==> src/rtl/dds_pkg.sv <==
// Shared types and defaults for the DDS address controller.
package dds_pkg;

    localparam int unsigned PHASE_W_DEF = 32;
    localparam int unsigned LUT_AW_DEF  = 10;
    localparam int unsigned BURST_W_DEF = 16;

    typedef logic [1:0] dds_state_t;

    localparam dds_state_t StIdle     = 2'd0;
    localparam dds_state_t StRun      = 2'd1;
    localparam dds_state_t StStopPend = 2'd2;

    // Increment that advances the ROM address by exactly one entry per clock.
    localparam logic [PHASE_W_DEF-1:0] FWORD_UNIT =
        {{(PHASE_W_DEF-1){1'b0}}, 1'b1} << (PHASE_W_DEF - LUT_AW_DEF);

endpackage

==> src/rtl/dds_phase_acc.sv <==
// Phase accumulator with wrap detect, active/pending frequency words and table index.
// QUARTER_WAVE_EN selects quarter-wave indexing with a sign output.
module dds_phase_acc
    import dds_pkg::*;
#(
    parameter int unsigned PHASE_W = PHASE_W_DEF,
    parameter int unsigned LUT_AW  = LUT_AW_DEF
) (
    input  logic               clk,
    input  logic               rst,
    input  logic               run_i,
    input  logic               clear_i,
    input  logic               idle_i,
    input  logic               cfg_accept_i,
    input  logic [PHASE_W-1:0] cfg_fword_i,
    output logic               wrap_o,
    output logic               pend_full_o,
    output logic [LUT_AW-1:0]  idx_o,
    output logic               sign_o
);

    logic [PHASE_W-1:0] phase_q, phase_d;
    logic [PHASE_W-1:0] act_q, act_d;
    logic [PHASE_W-1:0] pend_q, pend_d;
    logic               pend_full_q, pend_full_d;
    logic [PHASE_W:0]   sum;
    logic               direct;

    always_comb begin
        sum     = {1'b0, phase_q} + {1'b0, act_q};
        wrap_o  = run_i & sum[PHASE_W];
        phase_d = phase_q;
        if (clear_i) begin
            phase_d = '0;
        end else if (run_i) begin
            phase_d = sum[PHASE_W-1:0];
        end
    end

    // A zero increment never wraps, so words must land directly or a stop would never finish.
    assign direct = idle_i || (act_q == '0);

    always_comb begin
        act_d       = act_q;
        pend_d      = pend_q;
        pend_full_d = pend_full_q;
        if (direct) begin
            if (pend_full_q) begin
                act_d       = pend_q;
                pend_full_d = 1'b0;
            end else if (cfg_accept_i) begin
                act_d = cfg_fword_i;
            end
        end else begin
            if (wrap_o && pend_full_q) begin
                act_d       = pend_q;
                pend_full_d = 1'b0;
            end
            if (cfg_accept_i) begin
                pend_d      = cfg_fword_i;
                pend_full_d = 1'b1;
            end
        end
    end

    always_ff @(posedge clk or posedge rst) begin
        if (rst) begin
            phase_q     <= '0;
            act_q       <= '0;
            pend_q      <= '0;
            pend_full_q <= 1'b0;
        end else begin
            phase_q     <= phase_d;
            act_q       <= act_d;
            pend_q      <= pend_d;
            pend_full_q <= pend_full_d;
        end
    end

    assign pend_full_o = pend_full_q;

`ifdef QUARTER_WAVE_EN
    logic [LUT_AW-1:0] quarter;

    always_comb begin
        quarter = phase_q[PHASE_W-3 -: LUT_AW];
        idx_o   = phase_q[PHASE_W-2] ? ~quarter : quarter;
        sign_o  = phase_q[PHASE_W-1];
    end
`else
    always_comb begin
        idx_o  = phase_q[PHASE_W-1 -: LUT_AW];
        sign_o = 1'b0;
    end
`endif

endmodule

==> src/rtl/dds_addr_ctrl.sv <==
// Sine ROM address sequencer: start/stop/burst FSM and ROM-latency output alignment.
// QUARTER_WAVE_EN (see dds_phase_acc) switches to quarter-wave addressing with neg_o.
module dds_addr_ctrl
    import dds_pkg::*;
#(
    parameter int unsigned PHASE_W = PHASE_W_DEF,
    parameter int unsigned LUT_AW  = LUT_AW_DEF,
    parameter int unsigned BURST_W = BURST_W_DEF
) (
    input  logic               clk,
    input  logic               rst,
    input  logic               start_i,
    input  logic               stop_i,
    input  logic [BURST_W-1:0] burst_len_i,
    input  logic               cfg_valid_i,
    input  logic [PHASE_W-1:0] cfg_fword_i,
    output logic               cfg_ready_o,
    output logic [LUT_AW:0]    rom_addr_o,
    output logic               addr_vld_o,
    output logic               data_vld_o,
    output logic               neg_o,
    output logic               period_done_o,
    output logic               busy_o
);

    dds_state_t         state_q, state_d;
    logic [BURST_W-1:0] burst_len_q, burst_len_d;
    logic [BURST_W-1:0] burst_cnt_q, burst_cnt_d;
    logic [BURST_W:0]   cnt_next;
    logic               wrap, last_wrap, pend_full, cfg_accept;
    logic               running;
    logic [LUT_AW-1:0]  idx;
    logic               sign;

    logic [LUT_AW:0]    rom_addr_q;
    logic               addr_vld_q, data_vld_q, period_done_q;
    logic               sign_q, neg_q;

    assign running    = (state_q != StIdle);
    assign cfg_accept = cfg_valid_i && !pend_full;

    dds_phase_acc #(
        .PHASE_W (PHASE_W),
        .LUT_AW  (LUT_AW)
    ) u_phase_acc (
        .clk          (clk),
        .rst          (rst),
        .run_i        (running),
        .clear_i      (state_d == StIdle),
        .idle_i       (!running),
        .cfg_accept_i (cfg_accept),
        .cfg_fword_i  (cfg_fword_i),
        .wrap_o       (wrap),
        .pend_full_o  (pend_full),
        .idx_o        (idx),
        .sign_o       (sign)
    );

    always_comb begin
        cnt_next  = {1'b0, burst_cnt_q} + 1'b1;
        last_wrap = wrap && (burst_len_q != '0) && (cnt_next == {1'b0, burst_len_q});

        state_d     = state_q;
        burst_len_d = burst_len_q;
        burst_cnt_d = burst_cnt_q;
        if (wrap) begin
            burst_cnt_d = cnt_next[BURST_W-1:0];
        end

        case (state_q)
            StIdle: begin
                // start outranks a simultaneous stop
                if (start_i) begin
                    state_d     = StRun;
                    burst_len_d = burst_len_i;
                    burst_cnt_d = '0;
                end
            end
            StRun: begin
                if (last_wrap) begin
                    state_d = StIdle;
                end else if (stop_i) begin
                    state_d = StStopPend;
                end
            end
            StStopPend: begin
                if (wrap) begin
                    state_d = StIdle;
                end
            end
            default: state_d = StIdle;
        endcase
    end

    always_ff @(posedge clk or posedge rst) begin
        if (rst) begin
            state_q       <= StIdle;
            burst_len_q   <= '0;
            burst_cnt_q   <= '0;
            rom_addr_q    <= '0;
            addr_vld_q    <= 1'b0;
            data_vld_q    <= 1'b0;
            period_done_q <= 1'b0;
            sign_q        <= 1'b0;
            neg_q         <= 1'b0;
        end else begin
            state_q       <= state_d;
            burst_len_q   <= burst_len_d;
            burst_cnt_q   <= burst_cnt_d;
            rom_addr_q    <= {1'b0, idx};
            addr_vld_q    <= running;
            data_vld_q    <= addr_vld_q;
            period_done_q <= wrap;
            // sign rides one stage behind the address so it lines up with ROM data
            sign_q        <= sign;
            neg_q         <= sign_q;
        end
    end

    assign cfg_ready_o   = !pend_full;
    assign rom_addr_o    = rom_addr_q;
    assign addr_vld_o    = addr_vld_q;
    assign data_vld_o    = data_vld_q;
    assign neg_o         = neg_q;
    assign period_done_o = period_done_q;
    assign busy_o        = running;

endmodule
==> config.mk <==
export PLATFORM = sky130hd
export DESIGN_NAME = dds_addr_ctrl
export DESIGN_NICKNAME = d
export VERILOG_FILES = /design/src/rtl/dds_pkg.sv /design/src/rtl/dds_phase_acc.sv /design/src/rtl/dds_addr_ctrl.sv
export SDC_FILE = /design/constraint.sdc
export NUM_CORES = 1
export LEC_CHECK = 0
export ABC_CLOCK_PERIOD_IN_PS = 14500
export CORE_UTILIZATION = 50
export DETAILED_ROUTE_END_ITERATION = 6
export PLACE_DENSITY = 0.76
export SYNTH_ARGS = -nofsm -noshare
export SYNTH_HDL_FRONTEND = slang
export SYNTH_SLANG_ARGS = --single-unit
==> constraint.sdc <==
create_clock -name clk -period 14.5 [get_ports clk]
set_input_delay 2.175 -clock clk [delete_from_list [all_inputs] [get_ports clk]]
set_output_delay 2.175 -clock clk [all_outputs]
set_load 0.05 [all_outputs]
# Word level (Yosys, flattened, before mapping)
# Cells that the tools add are included.
# W data, S select, Z words.
[op_classes]
n_bitwise = 2
muxes = 17
n_eq_ne = 4
n_reduce_logical = 18
n_addsub = 2
[ops]
columns = ["cell", "count"]
rows = [
  ["$mux W32", 6],
  ["$mux W16", 3],
  ["$add A32 B32 Y33", 1],
  ["$logic_not A32 Y1", 1],
  ["$add A16 B1 Y17 const B", 1],
  ["$eq A17 B16 Y1", 1],
  ["$reduce_bool A16 Y1", 1],
  ["$mux W2", 4],
  ["$pmux W2 S3", 1],
  ["$reduce_and A2 Y1", 3],
  ["$reduce_bool A2 Y1", 3],
  ["$logic_and A1 B1 Y1", 4],
  ["$logic_not A2 Y1", 2],
  ["$mux W1", 3],
  ["$ne A3 B2 Y1 const B", 1],
  ["$reduce_bool A3 Y1", 1],
  ["$eq A2 B1 Y1 const B", 1],
  ["$eq A2 B2 Y1 const B", 1],
  ["$logic_not A1 Y1", 2],
  ["$and A1 B1 Y1", 1],
  ["$logic_or A1 B1 Y1", 1],
  ["$not A1 Y1", 1],
]
[totals]
in_bits = 53
wordCells = 54
output_inout_bits = 17
ff_bits = 144

# Logic depth before layout (Yosys ltp)
[logic_depth]
word_depth = 8
mapped_depth = 14
mapped_depth_nobuf = 13

# Cells and area by module
# From an unflattened synthesis, not the netlist that was laid out.
[unflattened]
hier_cells = 752
hier_area_um2 = 8107.8
[by_module_without_submodules]
columns = ["module", "area_per_inst_um2", "cells_per_inst", "instances", "seq_area_each_um2"]
rows = [
  ["dds_phase_acc", 5632.9, 524, 1, 2427.3],
  ["dds_addr_ctrl", 2474.9, 228, 1, 1226.2],
]

# Worst setup path before layout
# No wires, ideal clock.
[synth_path]
path_type = "register to output"
from = "register state_q[1]"
to = "output busy_o"
required_time_ns = 12.325
stages_incl_launch_ff = 5
setup_slack_ns = 10.764
n_path_buf = 2
arrival_time_ns = 1.561
cell_sequence = "dfrtp_1 -> nor2_1 -> inv_1 -> clkbuf_1 -> clkbuf_1"
[synth_via]
elab_chain_cells = 1
[synth_rtl]
columns = ["element", "line_no", "source"]
rows = [
  ["from (decl)", "dds_addr_ctrl.sv:26", "dds_state_t state_q, state_d;"],
  ["from (signal assigned)", "dds_addr_ctrl.sv:97", "state_q <= StIdle;"],
  ["from (signal assigned)", "dds_addr_ctrl.sv:107", "state_q <= state_d;"],
  ["$reduce_bool A2 Y1", "dds_addr_ctrl.sv:39", "assign running = (state_q != StIdle);"],
  ["to (decl)", "dds_addr_ctrl.sv:23", "output logic busy_o"],
]
# No other way between the ends.

# Worst setup path after layout
# Ends and elaborated chain as after synthesis.

==> reports/metrics.cfg <==
[layout]
syn_to_final_growth_pct = 18.64
nets = 987
stdcell_count = 1124
layout_common_cells = dfrtp_1 (144), a21oi_1 (98), nor2_1 (96), nand2_1 (96), clkdlybuf4s50_1 (67)
final_common_cell = dfrtp_1
seq_area_mm2 = 0.003603
drive_gt1_frac = 0.09419
multiInputGateArea_mm2 = 0.004140
antenna_cells = 0
num-fill-cells = 1297

[min_path]
min-delay-start = addr_vld_o$_DFF_PP0_
hold_class = flop to flop
timing.hold.worst_endpoint = data_vld_o$_DFF_PP0_
hold_depth = 0

[sta]
worst_pin_slew_ns = 0.9358
period_minus_slack_ns = 4.035
timing.hold.ws_ns = 0.3698
skew_ns = 0.01020
rsz0062_at_grt = no
slew_headroom = 0.3761
fmax_mhz = 247.9
worst_slack_ns = 10.47
fin_crit_sh = 0.2782
report.final.hold_viol_count = 0
setup_tns_ns = 0
maxSlewViolCount = 0
setup_viol = 0

[floorplanning]
die_x_um = 128.2
start_util = 0.5178
die_area_mm2 = 0.01643
core_area_mm2 = 0.01537
fp.dieH_um = 128.2
boundaryPins = 70
rows = 45

[power]
p_leak_uw = 0.004126
vdd_drop_max_uv = 121.2
fin_total_pwr_uw = 2398
power.density_mw_per_mm2 = 253.9

[worst_setup_path]
required_ns = 12.32
cp-start-kind = flop
r2r_slack_ns = 10.72
worstPathArrival_ns = 1.86
reg2reg_depth = 13
crit_type = flop to primary output
r2r_end = u_phase_acc.phase_q[21]$_DFFE_PP0P_
regToRegStartpoint = u_phase_acc.act_q[0]$_DFFE_PP0P_
path_max_fanout = 4
crit_path_end_kind = primary output

[logic_synthesis]
synth.area.top_cells = dfrtp_1 (45%), a21oi_1 (6.2%), ha_1 (5.2%), mux2_2 (4.7%), nor2_1 (4.6%)
synth_cells = 841
synth-seq-cells = 144
yosysWarningCount = 0
yosysTopAreaCell = dfrtp_1
syn_area_mm2 = 0.007959
synthArstFlopShare = 1.000
synth-edff-count = 0
ys_types = 60
synth_top_area_share = 0.4528
postSynthAreaPerCell_um2 = 9.464
seq_area_frac_synth = 0.4528
synth_flop_cell = dfrtp_1

[grt]
grt_max_degree = 77
grt_pass1_vias = 6034
antenna_found_initial = 0
busiest_layer = met2
track_usage = 0.2329
met2_usage = 0.3881
grt_pass1_wl_um = 29860
grt-ovfl-total = 0
use_met3 = 0.04716
grt_use_met1 = 0.3100

[drt]
drcViolationCount = 0
wl_per_cell_um = 15.76
drt_iter0_markers = 507
first_pass_iters = 5
via_count = 6350
vias_per_cell = 5.649
ant_nets = 0
routed_wl_um = 17710

[clocking]
cts_resized = 0
post_cts_buffers = 0
clkTransAtPathRegs_ns = 0.06
clk_path_buf_depth = 2
clock_sinks = 144
cts_hold_buf = 0
insertion_delay_ns = 0.43
htreeDepth = 4
cts-root-buf = clkbuf_16
cts_tree = done
cts_buffers = 17

[placed_design]
place_congestion = 0.9212
hpwl_um = 12140
pre_cts_ws_ns = 10.34
place_inst = 1092
numPortBuffers = 67

[job]
cap_violations = 0

[outcome]
status = complete, no violations

## sequential cells by signal (all words and copies together), names as in the netlist
| signal | cells |
|---|---|
| u_phase_acc.phase_q | 32 |
| u_phase_acc.act_q | 32 |
| data_vld_o | 1 |
| u_phase_acc.pend_full_o | 1 |
| rom_addr_o | 10 |
| state_q | 2 |
| burst_cnt_q | 16 |
| burst_len_q | 16 |
| u_phase_acc.pend_q | 32 |
| addr_vld_o | 1 |
| period_done_o | 1 |
## cells by family (layout without fill, tap and decap cells)
logic type / count (synthesis) / after routing / share of synthesized area
AND/OR/NAND/NOR: 293 / 293 / 0.1712
AO/OA/AOI/OAI: 192 / 192 / 0.1415
flip-flops: 144 / 144 / 0.4528
multiplexers: 67 / 67 / 0.08945
XOR/XNOR: 55 / 55 / 0.06052
buffers and inverters: 55 / 126 / 0.02971
adder cells (fa/ha/maj): 34 / 34 / 0.05439
other: 1 / 2 / 0.0004712
## metal layers
layer	share of wire	vias to the layer above
li1	-	3110
met1	0.45	3052
met2	0.49	163
met3	0.048	25
met4	0.013	0
met5	0	-
## where the power goes
group	switching, uW	internal, uW
Clock	178	284
Combinational	726	501
Sequential	135	573
## layout make-up
| type | instances | area share |
|---|---|---|
| multi-input combinational | 643 | 0.4385 |
| sequential | 144 | 0.3816 |
| timing repair buffer | 75 | 0.07738 |
| clock buffer | 19 | 0.04797 |
| tap | 211 | 0.02796 |
| clock inverter | 13 | 0.01855 |
| inverter | 19 | 0.008083 |
## cells in the mapped netlist, drive strengths merged (5+ instances only)
cell type	instances
dfrtp	144
inv	19
nand2b	10
a21o	12
or3	5
nand2	96
a21oi	100
o21ai	40
mux2	33
nor3	13
ha	33
buf	12
xnor2	37
nor2	99
xor2	18
nand4	11
clkbuf	24
mux2i	34
nor4	19
o211ai	5
a211oi	7
nand3	25
## critical path, cell delays in order (launching register included)
cell	delay [ns]
dfrtp_1	0.42
nor2_2	0.19
inv_1	0.10
clkdlybuf4s50_1	0.71
## per-stage QoR
| step | utilization | cell area (um^2) |
|---|---|---|
| finish | 0.6143 | 9443 |
| global route | 0.6143 | 9443 |
| CTS | 0.6143 | 9443 |
| detailed placement | 0.5735 | 8815 |
| global placement | 0.5735 | 8815 |
| floorplan | - | 7963 |
## worst max-delay path by stage
| stage | startpoint | end | depth (start not counted) |
|---|---|---|---|
| 3_5_place_dp | rst | burst_len_q[2]$_DFFE_PP0P_ | 3 |
| 4_1_cts | state_q[1]$_DFF_PP0_ | busy_o | 3 |
| 2_1_floorplan | rst | addr_vld_o$_DFF_PP0_ | 1 |
| 5_1_grt | state_q[1]$_DFF_PP0_ | busy_o | 3 |
| 6_report | state_q[1]$_DFF_PP0_ | busy_o | 3 |
| 3_3_place_gp | rst | u_phase_acc.phase_q[29]$_DFFE_PP0P_ | 3 |
No activity file was read; power rests on OpenSTA's default activity.
